==> src/rtl/spi_reg_ctrl.sv <==
// SPI-to-register bridge: decodes a command byte, then streams writes or reads with auto-increment.
// Latency: reg_we 1 edge after a data strobe; tx_valid 2 edges after entering RD_ISSUE. Backpressure: tx_byte held until tx_ready.
module spi_reg_ctrl #(
  parameter int ADDR_BITS = 7,
  parameter int DATA_BITS = 8
) (
  input  logic                 clk,
  input  logic                 reset,
  input  logic                 cs,
  input  logic [DATA_BITS-1:0] rx_byte,
  input  logic                 rx_strobe,
  output logic [DATA_BITS-1:0] tx_byte,
  output logic                 tx_valid,
  input  logic                 tx_ready,
  output logic [ADDR_BITS-1:0] reg_addr,
  output logic [DATA_BITS-1:0] reg_wdata,
  output logic                 reg_we,
  output logic                 reg_re,
  input  logic [DATA_BITS-1:0] reg_rdata,
  output logic                 busy,
  output logic                 err_underrun
);

  typedef enum logic [2:0] {
    IDLE,
    CMD,
    WDATA,
    RD_ISSUE,
    RD_CAPTURE,
    RDATA
  } state_t;

  state_t               state, state_nxt;
  logic [DATA_BITS-1:0] tx_byte_nxt;
  logic                 tx_valid_nxt;
  logic [ADDR_BITS-1:0] reg_addr_nxt;
  logic [DATA_BITS-1:0] reg_wdata_nxt;
  logic                 reg_we_nxt;
  logic                 reg_re_nxt;
  logic                 busy_nxt;
  logic                 err_nxt;

  always_ff @(posedge clk or posedge reset) begin
    if (reset) begin
      state        <= IDLE;
      tx_byte      <= '0;
      tx_valid     <= 1'b0;
      reg_addr     <= '0;
      reg_wdata    <= '0;
      reg_we       <= 1'b0;
      reg_re       <= 1'b0;
      busy         <= 1'b0;
      err_underrun <= 1'b0;
    end else begin
      state        <= state_nxt;
      tx_byte      <= tx_byte_nxt;
      tx_valid     <= tx_valid_nxt;
      reg_addr     <= reg_addr_nxt;
      reg_wdata    <= reg_wdata_nxt;
      reg_we       <= reg_we_nxt;
      reg_re       <= reg_re_nxt;
      busy         <= busy_nxt;
      err_underrun <= err_nxt;
    end
  end

  always_comb begin
    state_nxt     = state;
    tx_byte_nxt   = tx_byte;
    tx_valid_nxt  = tx_valid;
    reg_addr_nxt  = reg_addr;
    reg_wdata_nxt = reg_wdata;
    reg_we_nxt    = 1'b0;
    reg_re_nxt    = 1'b0;
    err_nxt       = err_underrun;

    if (cs) begin
      // Deselect beats any strobe on the same edge; the address is kept.
      state_nxt    = IDLE;
      tx_valid_nxt = 1'b0;
    end else begin
      case (state)
        IDLE: begin
          state_nxt = CMD;
          err_nxt   = 1'b0;
        end
        CMD: begin
          if (rx_strobe) begin
            reg_addr_nxt = rx_byte[ADDR_BITS-1:0];
            if (rx_byte[DATA_BITS-1]) begin
              state_nxt  = RD_ISSUE;
              reg_re_nxt = 1'b1;
            end else begin
              state_nxt = WDATA;
            end
          end
        end
        WDATA: begin
          if (reg_we) reg_addr_nxt = reg_addr + 1'b1;
          if (rx_strobe) begin
            reg_we_nxt    = 1'b1;
            reg_wdata_nxt = rx_byte;
          end
        end
        RD_ISSUE: begin
          if (tx_ready && !tx_valid) err_nxt = 1'b1;
          state_nxt = RD_CAPTURE;
        end
        RD_CAPTURE: begin
          if (tx_ready && !tx_valid) err_nxt = 1'b1;
          tx_byte_nxt  = reg_rdata;
          tx_valid_nxt = 1'b1;
          state_nxt    = RDATA;
        end
        RDATA: begin
          // Handshake re-enters RD_ISSUE with the read already launched for the next address.
          if (tx_valid && tx_ready) begin
            tx_valid_nxt = 1'b0;
            reg_addr_nxt = reg_addr + 1'b1;
            reg_re_nxt   = 1'b1;
            state_nxt    = RD_ISSUE;
          end
        end
        default: state_nxt = IDLE;
      endcase
    end

    busy_nxt = (state_nxt != IDLE);
  end

endmodule

==> config.mk <==
export PLATFORM = sky130hd
export DESIGN_NAME = spi_reg_ctrl
export DESIGN_NICKNAME = d
export VERILOG_FILES = /design/src/rtl/spi_reg_ctrl.sv
export SDC_FILE = /design/constraint.sdc
export NUM_CORES = 1
export LEC_CHECK = 0
export CORE_ASPECT_RATIO = 1.1
export CORE_MARGIN = 1.5
export CORE_UTILIZATION = 35
export DETAILED_ROUTE_END_ITERATION = 6
export HOLD_SLACK_MARGIN = 0.06
export PLACE_DENSITY_LB_ADDON = 0.05
export SYNTH_ARGS = -nofsm -noshare
export SYNTH_HDL_FRONTEND = slang
export SYNTH_SLANG_ARGS = --single-unit
==> constraint.sdc <==
create_clock -name clk -period 4.89 [get_ports clk]
set_input_delay 0.978 -clock clk [delete_from_list [all_inputs] [get_ports clk]]
set_output_delay 0.978 -clock clk [all_outputs]
set_load 0.03 [all_outputs]
=== Yosys cells after proc, flatten, opt, wreduce, memory -nomap -nowiden ===
Index checks and enable logic that the tools add are counted.

* Register bits: 31
* Input bits: 21
* Output and inout port bits: 28
* Logic and storage cells: 57

* Add/subtract/negate cells: 1
* Equality and inequality tests: 10
* Multiplexer cells: 22
* Bitwise operators: 1
* Reduce and logical (&&, ||, !) cells: 14

{| class="wikitable"
|+ Operator list
! kind !! count
|-
| $mux 7 || 3
|-
| $pmux 7 s3 || 1
|-
| $pmux 3 s6 || 1
|-
| $mux 1 || 11
|-
| $mux 3 || 3
|-
| $reduce_bool 3->1 || 3
|-
| $add 7x1->7 const B || 1
|-
| $eq 3x2->1 const B || 2
|-
| $eq 3x3->1 const B || 2
|-
| $ne 2x2->1 const B || 3
|-
| $pmux 1 s2 || 3
|-
| $reduce_and 3->1 || 2
|-
| $reduce_and 5->1 || 1
|-
| $reduce_and 2->1 || 2
|-
| $eq 3x1->1 const B || 1
|-
| $logic_not 3->1 || 1
|-
| $ne 3x3->1 const B || 1
|-
| $logic_and 1x1->1 || 2
|-
| $ne 2x1->1 const B || 1
|-
| $reduce_bool 2->1 || 1
|-
| $reduce_or 2->1 || 1
|-
| $logic_not 1->1 || 1
|-
| $not 1->1 || 1
|}

=== Depth between registers and ports, before layout ===
* Depth in word-level cells: 5
* Depth in mapped cells: 5
* Depth with buffers taken out: 5

=== Worst setup path after synthesis ===
OpenSTA, ideal clock, no wires.

* Kind: input-to-reg
* Start: in tx_ready
* End: reg reg_addr[0]
* Library setup time: 124 ps
* Arrival time: 1914 ps
* Required time: 4766 ps
* Slack: 2852 ps
* Cell stages on the path: 4
* Path buffers: 0
* Cell sequence: and3_1 > a211oi_4 > nor4b_1 > a211o_1

* Cells in the longest elaborated chain, start to end: 3

{| class="wikitable"
|+ Ends and longest elaborated chain
! element !! line !! source
|-
| start, declared || 14 || <nowiki>input logic tx_ready,</nowiki>
|-
| $logic_and 1x1->1 || 117 || <nowiki>if (tx_valid && tx_ready) begin</nowiki>
|-
| $ne 2x2->1 (no line) || -- ||
|-
| $reduce_and 5->1 (no line) || -- ||
|-
| end signal, assigned || 58 || <nowiki>reg_addr <= reg_addr_nxt;</nowiki>
|-
| end, declared || 15 || <nowiki>output logic [ADDR_BITS-1:0] reg_addr,</nowiki>
|}

No other way between the ends.
A chain may end at the register's enable or synchronous reset.

=== Worst setup path after layout ===
* Start: in cs
* End: reg reg_wdata[2]

* Cells in the longest elaborated chain, start to end: 2

{| class="wikitable"
|+ Ends and longest elaborated chain
! element !! line !! source
|-
| start, declared || 9 || <nowiki>input logic cs,</nowiki>
|-
| $not 1->1 (no line) || -- ||
|-
| $reduce_and 3->1 (no line) || -- ||
|-
| end signal, assigned || 59 || <nowiki>reg_wdata <= reg_wdata_nxt;</nowiki>
|-
| end, declared || 16 || <nowiki>output logic [DATA_BITS-1:0] reg_wdata,</nowiki>
|}

No other way between the ends.

==> metrics.yaml <==
job:
  maxCapViolCount: 0
cells_and_area:
  fin_nets: 197
  drive_gt1_frac: 0.165
  diodes: 0
  syn_to_final_growth_pct: 39.7
  final_area_sq_um: 2110
place:
  place.gp.congestion: 0.755
  dpl.hpwl_mm: 2.41
  detailed_place.area_sq_um: 2030
  io_buffer_count: 48
cts:
  path_clk_slew_ps: 60
  cts_hold_buf: 0
  cts_root_buffer: "clkbuf_8"
  cts_buffers: 5
  cts_tree: "done"
  clk_latency_ps: 290
  clockBufferDepth: 2
  cts_resized: 0
  htreeDepth: 2
  postCtsSetupBuffers: 0
  clock_sinks: 31
logic_synthesis:
  synth_largest_area_cell: "dfrtp_1"
  ys_seq_area_frac: 0.513
  synth_top_family_by_area: "simple AND/OR/NAND/NOR gates"
  synth_ff_type: "dfrtp_1"
  syn_area_per_cell_sq_um: 12.1
  synthMuxAreaShare: 0.159
  synth_seq_cells: 31
  synth_fp_nets: 147
  synth_warnings: 0
  synth_cell_types: 35
  synth-simple-area-share: 0.180
  synth-edff-count: 0
  yosys-top-cells-area: "dfrtp_1 (51%), mux2_2 (12%), mux2i_1 (4.0%), a21oi_1 (3.0%), o21ai_0 (2.0%)"
  synth-xor-area-share: 0
  synth_top_area_share: 0.513
  synth_compound_area_frac: 0.110
  synth_cells: 125
  synth_fa_ha_area_frac: 0.00828
  synth_area_sq_um: 1510
  async_flop_share: 1.00
critical_path:
  cp.arrival_ps: 2720
  max_stage_delay_ps: 760
  crit_cells: 4
  crit_chain: "clkdlybuf4s50_1 > nor2_1 > nand3_2 > mux2_2"
  r2r_cells: 4
  r2r_end: "reg_addr[0]"
  reg2reg_setup_slack_ps: 3080
  endpoint_kind: "flop"
  crit_end: "reg_wdata[2]"
  worstPathRequired_ps: 5060
  path_class: "in -> reg"
  slowest_stage: "clkdlybuf4s50_1"
  crit_start: "cs"
  cp_top_family: "buffers and inverters"
  r2r_start: "state[1]"
  start_kind: "primary input"
  cp_max_fo: 19
  critPathBufInv: 1
worst_hold_path:
  worstHoldPathCells: 1
  hp-class: "reg -> reg"
sta:
  tightestPinTransition_ps: 697
  slew_headroom: 0.534
  hold_slack_ps: 503
  clock.fmax_ghz: 0.391
  setup_viol_count_final: 0
  clock-skew-final_ps: 9.64
  setup_tns_ps: 0
  rsz0062_at_grt: "no"
  finalCritPeriodShare: 0.522
  finalMaxSlewViolations: 0
  final_hold_viol_count: 0
  period_needed_ps: 2550
power:
  peakVddDrop_mv: 0.230
  finalPower_uw: 934
  p_per_area_nw_per_um2: 442
  power_leakage_nw: 0.862
grt:
  grt_pass1_vias: 1136
  grt_pass1_wl_mm: 5.52
  grt_usage: 0.158
  grt-ovfl-total: 0
  antenna_found_initial: 0
  grt_max_degree: 32
route:
  firstDrtPassIters: 4
  vias_per_cell: 5.11
  drt-wirelength-per-cell_um: 14.7
  post-route-drc-count: 0
  drt_iter0_drc: 45
  num_vias: 1166
  wirelength_mm: 3.36
  ant_nets: 0
floorplanning:
  initial_core_util: 0.373
  die_area_sq_um: 4720
  io_pins: 49
  core_region_area_sq_um: 4050
  rows: 24
  die_w_um: 65.7
  die_y_um: 71.9
run_status:
  status: "complete, no violations"
-- metal layers --
layer	vias up	global-route usage	part of all wire
li1	563	-	-
met1	563	0.199	0.42
met2	35	0.239	0.49
met3	5	0.0636	0.070
met4	0	0.0694	0.019
met5	-	0	0
-- cells in the mapped netlist, types with 2 or more instances --
cell type / instances
mux2_2: 16
a211oi_1: 2
nor4b_1: 3
mux2i_1: 6
nor2_1: 5
a21oi_1: 9
nor2b_1: 3
and3_1: 3
nand3_1: 3
o31ai_1: 2
clkbuf_1: 2
a2bb2oi_1: 3
dfrtp_1: 31
buf_2: 3
inv_1: 3
nand3b_1: 4
o21ai_0: 6
nor3_1: 3
nand4_1: 2
-- state kept, by name, indices dropped and copies added (netlist names) --
| register | count |
|---|---|
| reg_wdata | 8 |
| busy | 1 |
| reg_re | 1 |
| reg_addr | 7 |
| tx_valid | 1 |
| err_underrun | 1 |
| state | 3 |
| reg_we | 1 |
| tx_byte | 8 |
-- worst register-to-register path: cells and delay by family, from the launching register on --
family / cells / cell delay [ps]
AOI/OAI and AO/OA: 2 / 720
DFF: 1 / 590
and+or+nand+nor: 2 / 380
-- cell families after synthesis --
logic type	Yosys count
buf+inv	9
simple gates	37
fa+ha+maj	1
mux	22
compound gates	25
flops	31
-- stage by stage --
stage / util / worst slack [ps] / cells
6_report: 0.521 / 2340 / 228
4_1_cts: 0.521 / 2340 / 228
3_3_place_gp: 0.501 / 2100 / 220
5_1_grt: 0.521 / 2180 / 228
3_5_place_dp: 0.501 / 2030 / 220
2_1_floorplan: - / 2850 / 125
-- placed cells by master (no fill, tap or decap), drive strengths merged --
cell,count
nand3,4
a21oi,9
nor2,5
ha,1
inv,3
a211oi,3
nand2b,1
nor4b,3
or3b,1
dfrtp,31
nor4bb,1
mux2,16
nor3,4
and4bb,1
clkbuf,7
buf,1
nor2b,3
a31oi,1
and3,3
nand3b,4
a211o,1
a2bb2oi,3
or2,1
clkinv,1
o31ai,2
nor4,1
o21ai,6
nand4,2
clkdlybuf4s50,48
mux2i,6
and2b,1
nand2,2
-- power breakdown --
group | internal [mW] | switching (mW) | leakage [nW]
sequential | 0.319 | 0.0500 | 0.390
combinational | 0.174 | 0.197 | 0.431
clock | 0.0997 | 0.0937 | 0.0422
total | 0.593 | 0.341 | 0.862
-- layout make-up --
| cell class | count | area (sq um) |
|---|---|---|
| Clock inverter | 1 | 5.00 |
| Tap cell | 52 | 65.1 |
| Multi-Input combinational cell | 85 | 691 |
| Sequential cell | 31 | 776 |
| Timing Repair Buffer | 49 | 488 |
| Clock buffer | 7 | 76.3 |
| Fill cell | 380 | 1940 |
| Inverter | 3 | 11.3 |
-- worst min path at each step --
stage,to,start
floorplan,reg_re,state[0]
global placement,reg_wdata[5],reg_wdata[5]
detailed placement,tx_byte[1],tx_byte[1]
CTS,reg_wdata[0],reg_wdata[0]
global route,tx_byte[3],tx_byte[3]
finish,reg_wdata[0],reg_wdata[0]
No activity file was read; power rests on OpenSTA's default activity.
==> edit 1: new RTL, same settings <==
`ADDR_BITS`: 7 -> 5.
--- a/src/rtl/spi_reg_ctrl.sv
+++ b/src/rtl/spi_reg_ctrl.sv
@@ -3,3 +3,3 @@
 module spi_reg_ctrl #(
-  parameter int ADDR_BITS = 7,
+  parameter int ADDR_BITS = 5,
   parameter int DATA_BITS = 8
Interface: changed (resized reg_addr); port bits go from 49 to 47. The function was not compared with the original's and may differ.
==> edit 1 against the original RTL <==
Sequential cell count shrank 2. Total power decreased by 5.9%. Wire length is 16% lower. Combinational power is 7.5% lower. Maximum frequency barely moved. Final area shrank 7.5%. Count of clock-buffer cells in the layout unchanged. Cell count down 8.8%. Area after synthesis decreased by 7.9%. Worst setup slack gained 0.0015 ns.
==> edit 1: results (changes against the original RTL) <==
<table>
<tr><th>Metric</th><th>Value</th></tr>
<tr><th colspan="2">Placed design</th></tr>
<tr><td>Buffers on Ports</td><td>46 (was 48)</td></tr>
<tr><td>Dpl cell area</td><td>1870 um2 (was 2030 um2)</td></tr>
<tr><td>Pre-CTS WS</td><td>2.02 ns (was 2.03 ns)</td></tr>
<tr><th colspan="2">Global route</th></tr>
<tr><td>All-layer global routing usage</td><td>0.145 (was 0.158)</td></tr>
<tr><td>Pin count of the biggest net entering global routing</td><td>30 (was 32)</td></tr>
<tr><td>Met1 track utilization from global routing</td><td>0.178 (was 0.199)</td></tr>
<tr><td>Vias in the first global route</td><td>1025 (was 1136)</td></tr>
<tr><th colspan="2">Power</th></tr>
<tr><td>Combinational group power</td><td>0.343 mW (was 0.371 mW)</td></tr>
<tr><td>Worst voltage drop across the vdd grid</td><td>0.214 mV (was 0.230 mV)</td></tr>
<tr><td>Leakage power total</td><td>0.806 nW (was 0.862 nW)</td></tr>
<tr><td>Sequential power</td><td>0.344 mW (was 0.369 mW)</td></tr>
<tr><th colspan="2">Detailed routing</th></tr>
<tr><td>Met3 routed WL</td><td>195 um (was 234 um)</td></tr>
<tr><td>Vias/cell</td><td>4.98 (was 5.11)</td></tr>
<tr><td>DRT met1 WL</td><td>1.25 mm (was 1.41 mm)</td></tr>
<tr><td>Avg WL per Cell</td><td>13.6 um (was 14.7 um)</td></tr>
<tr><th colspan="2">Worst setup path</th></tr>
<tr><td>Worst path top cell family by delay</td><td>simple AND/OR/NAND/NOR gates (was buffers and inverters)</td></tr>
<tr><td>FF-to-FF setup slack</td><td>3.01 ns (was 3.08 ns)</td></tr>
<tr><td>Capture instance of the worst register-to-register path</td><td>reg_addr[1] (was reg_addr[0])</td></tr>
<tr><td>Maximum fanout along the worst path</td><td>16 (was 19)</td></tr>
<tr><th colspan="2">Clock network</th></tr>
<tr><td>Clock latency at the later pin of the worst-skew pair</td><td>0.27 ns (was 0.29 ns)</td></tr>
<tr><th colspan="2">Finish</th></tr>
<tr><td>Flip-flop and latch share of the layout cell area</td><td>0.371 (was 0.367)</td></tr>
<tr><td>Clock network contribution to total cell area</td><td>0.0442 (was 0.0385)</td></tr>
<tr><td>Number of multi-input combinational cells in the layout</td><td>68 (was 85)</td></tr>
<tr><td>Footprint of the multi-input gates</td><td>586 um2 (was 691 um2)</td></tr>
<tr><th colspan="2">Logic synthesis</th></tr>
<tr><td>Mux share of post-synthesis cell area</td><td>0.170 (was 0.159)</td></tr>
<tr><td>Commonest cells post-synth</td><td>29 x sky130_fd_sc_hd__dfrtp_1, 16 x sky130_fd_sc_hd__mux2_2, 7 x sky130_fd_sc_hd__inv_1, 5 x sky130_fd_sc_hd__a21oi_1 (was 31 x sky130_fd_sc_hd__dfrtp_1, 16 x sky130_fd_sc_hd__mux2_2, 9 x sky130_fd_sc_hd__a21oi_1, 6 x sky130_fd_sc_hd__mux2i_1, 6 x sky130_fd_sc_hd__o21ai_0)</td></tr>
<tr><th colspan="2">Status</th></tr>
<tr><td>Outcome</td><td>finished, final reports clean (unchanged)</td></tr>
</table>
## edit 1: cell count changes after synthesis, moves of 2 or more
| cell | delta |
|---|---|
| sky130_fd_sc_hd__a21oi_1 | -4 |
| sky130_fd_sc_hd__inv_1 | +4 |
| sky130_fd_sc_hd__nand3b_1 | -4 |
| sky130_fd_sc_hd__and3_1 | -3 |
| sky130_fd_sc_hd__mux2i_1 | -3 |
| sky130_fd_sc_hd__o21ai_0 | -3 |
| sky130_fd_sc_hd__and4bb_2 | +2 |
| sky130_fd_sc_hd__buf_6 | +2 |
| sky130_fd_sc_hd__dfrtp_1 | -2 |
| sky130_fd_sc_hd__nor2b_1 | -2 |
| sky130_fd_sc_hd__nor3_1 | -2 |
| sky130_fd_sc_hd__nor4b_1 | -2 |
| sky130_fd_sc_hd__o31ai_1 | -2 |
| sky130_fd_sc_hd__or4b_1 | +2 |
==> edit 2: new RTL, config.mk and constraints unchanged <==
Made on the original files. Reset style: synchronous (`reset`), changed in one clocked block.
--- a/src/rtl/spi_reg_ctrl.sv
+++ b/src/rtl/spi_reg_ctrl.sv
@@ -42,3 +42,3 @@
 
-  always_ff @(posedge clk or posedge reset) begin
+  always_ff @(posedge clk) begin
     if (reset) begin
Check against the original RTL: differs if reset is asserted again (counterexample within 4 cycles, from zero or initial values and one cycle with reset high); with reset held inactive, the same outputs for 10 cycles.
==> edit 2 against the original RTL <==
Hold slack lost 0.046 ns. Final area increased by 0.89%. Count of clock-buffer cells in the layout fell by 1. Register-to-register slack got worse by 0.13 ns. Critical endpoint is now reg_wdata[2]. Critical path type unchanged. Sequential cell count is the same. Highest routed layer unchanged. Cell count rose by 17%. Die area decreased by 0.23%. Area after synthesis decreased by 0.25%. Worst setup slack better by 0.13 ns. Wire length is 14% higher.
Power is not compared: it rests on default switching activity, and its combinational part moved more than twofold at a synthesized area within 25%.
==> edit 2: results (changes against the original RTL) <==
<table>
<tr><th>Metric</th><th>Value</th></tr>
<tr><th colspan="2">Worst setup path</th></tr>
<tr><td>Capturing instance or port of the critical path</td><td>reg_wdata[2] (unchanged)</td></tr>
<tr><td>Capture instance of the worst register-to-register path</td><td>reg_addr[0] (unchanged)</td></tr>
<tr><th colspan="2">Detailed routing</th></tr>
<tr><td>Routed via count</td><td>1420 (was 1166)</td></tr>
<tr><td>DRT met1 WL</td><td>1.69 mm (was 1.41 mm)</td></tr>
<tr><td>Met3 routed WL</td><td>248 um (was 234 um)</td></tr>
<tr><th colspan="2">Timing</th></tr>
<tr><td>Hold slack final</td><td>0.457 ns (was 0.503 ns)</td></tr>
<tr><td>Worst rel slew slack</td><td>0.562 (was 0.534)</td></tr>
<tr><td>Maximum clock frequency</td><td>0.413 GHz (was 0.391 GHz)</td></tr>
<tr><th colspan="2">Min path</th></tr>
<tr><td>Worst hold start</td><td>tx_byte[1] (was reg_wdata[0])</td></tr>
<tr><td>Endpoint of the worst hold-timing path</td><td>tx_byte[1] (was reg_wdata[0])</td></tr>
<tr><th colspan="2">Global route</th></tr>
<tr><td>Pin count of the biggest net entering global routing</td><td>31 (was 32)</td></tr>
<tr><td>All-layer global routing usage</td><td>0.171 (was 0.158)</td></tr>
<tr><td>Met2 demand-to-capacity share in global routing</td><td>0.282 (was 0.239)</td></tr>
<tr><td>Met3 track demand over resource in global routing</td><td>0.0518 (was 0.0636)</td></tr>
<tr><td>First-pass GRT wire length</td><td>6.27 mm (was 5.52 mm)</td></tr>
<tr><td>Met1 track utilization from global routing</td><td>0.212 (was 0.199)</td></tr>
<tr><th colspan="2">Logic synthesis</th></tr>
<tr><td>Synth unique cells</td><td>45 (was 35)</td></tr>
<tr><td>Sequential element share of the synthesized area</td><td>0.412 (was 0.513)</td></tr>
<tr><td>Post-Syn Nets</td><td>189 (was 147)</td></tr>
<tr><td>Adder-cell area share of the yosys netlist</td><td>0.00830 (was 0.00828)</td></tr>
<tr><td>Area fraction in compound gates after synthesis</td><td>0.228 (was 0.110)</td></tr>
<tr><th colspan="2">Status</th></tr>
<tr><td>Outcome</td><td>finished, final reports clean (unchanged)</td></tr>
<tr><th colspan="2">Finish</th></tr>
<tr><td>Proportion of layout cells with a drive suffix above 1</td><td>0.0977 (was 0.165)</td></tr>
<tr><th colspan="2">Placed design</th></tr>
<tr><td>Detailed Place HPWL</td><td>2.76 mm (was 2.41 mm)</td></tr>
<tr><td>Pre-CTS WS</td><td>2.18 ns (was 2.03 ns)</td></tr>
</table>
edit 2: cell types whose count changed after synthesis, moves of 4 or more:
cell | before | now
sky130_fd_sc_hd__a21oi_1 | 9 | 19
sky130_fd_sc_hd__dfrtp_1 | 31 | 0
sky130_fd_sc_hd__dfxtp_1 | 0 | 31
sky130_fd_sc_hd__mux2_2 | 16 | 0
sky130_fd_sc_hd__mux2i_1 | 6 | 10
sky130_fd_sc_hd__nand2_1 | 1 | 21
sky130_fd_sc_hd__nand2b_1 | 1 | 6
sky130_fd_sc_hd__nor2_1 | 5 | 15
edit 2: area by class of cell:
cell class	count	area (um2)	share of cell area
clock buffers	6	82.6	0.0388
multi-input cells	125	832	0.390
repair buffers	49	488	0.229
well taps	52	65.1	0.0305
flip-flops and latches	31	621	0.291
inverters	2	7.51	0.00352
clock inverters	2	35.0	0.0164
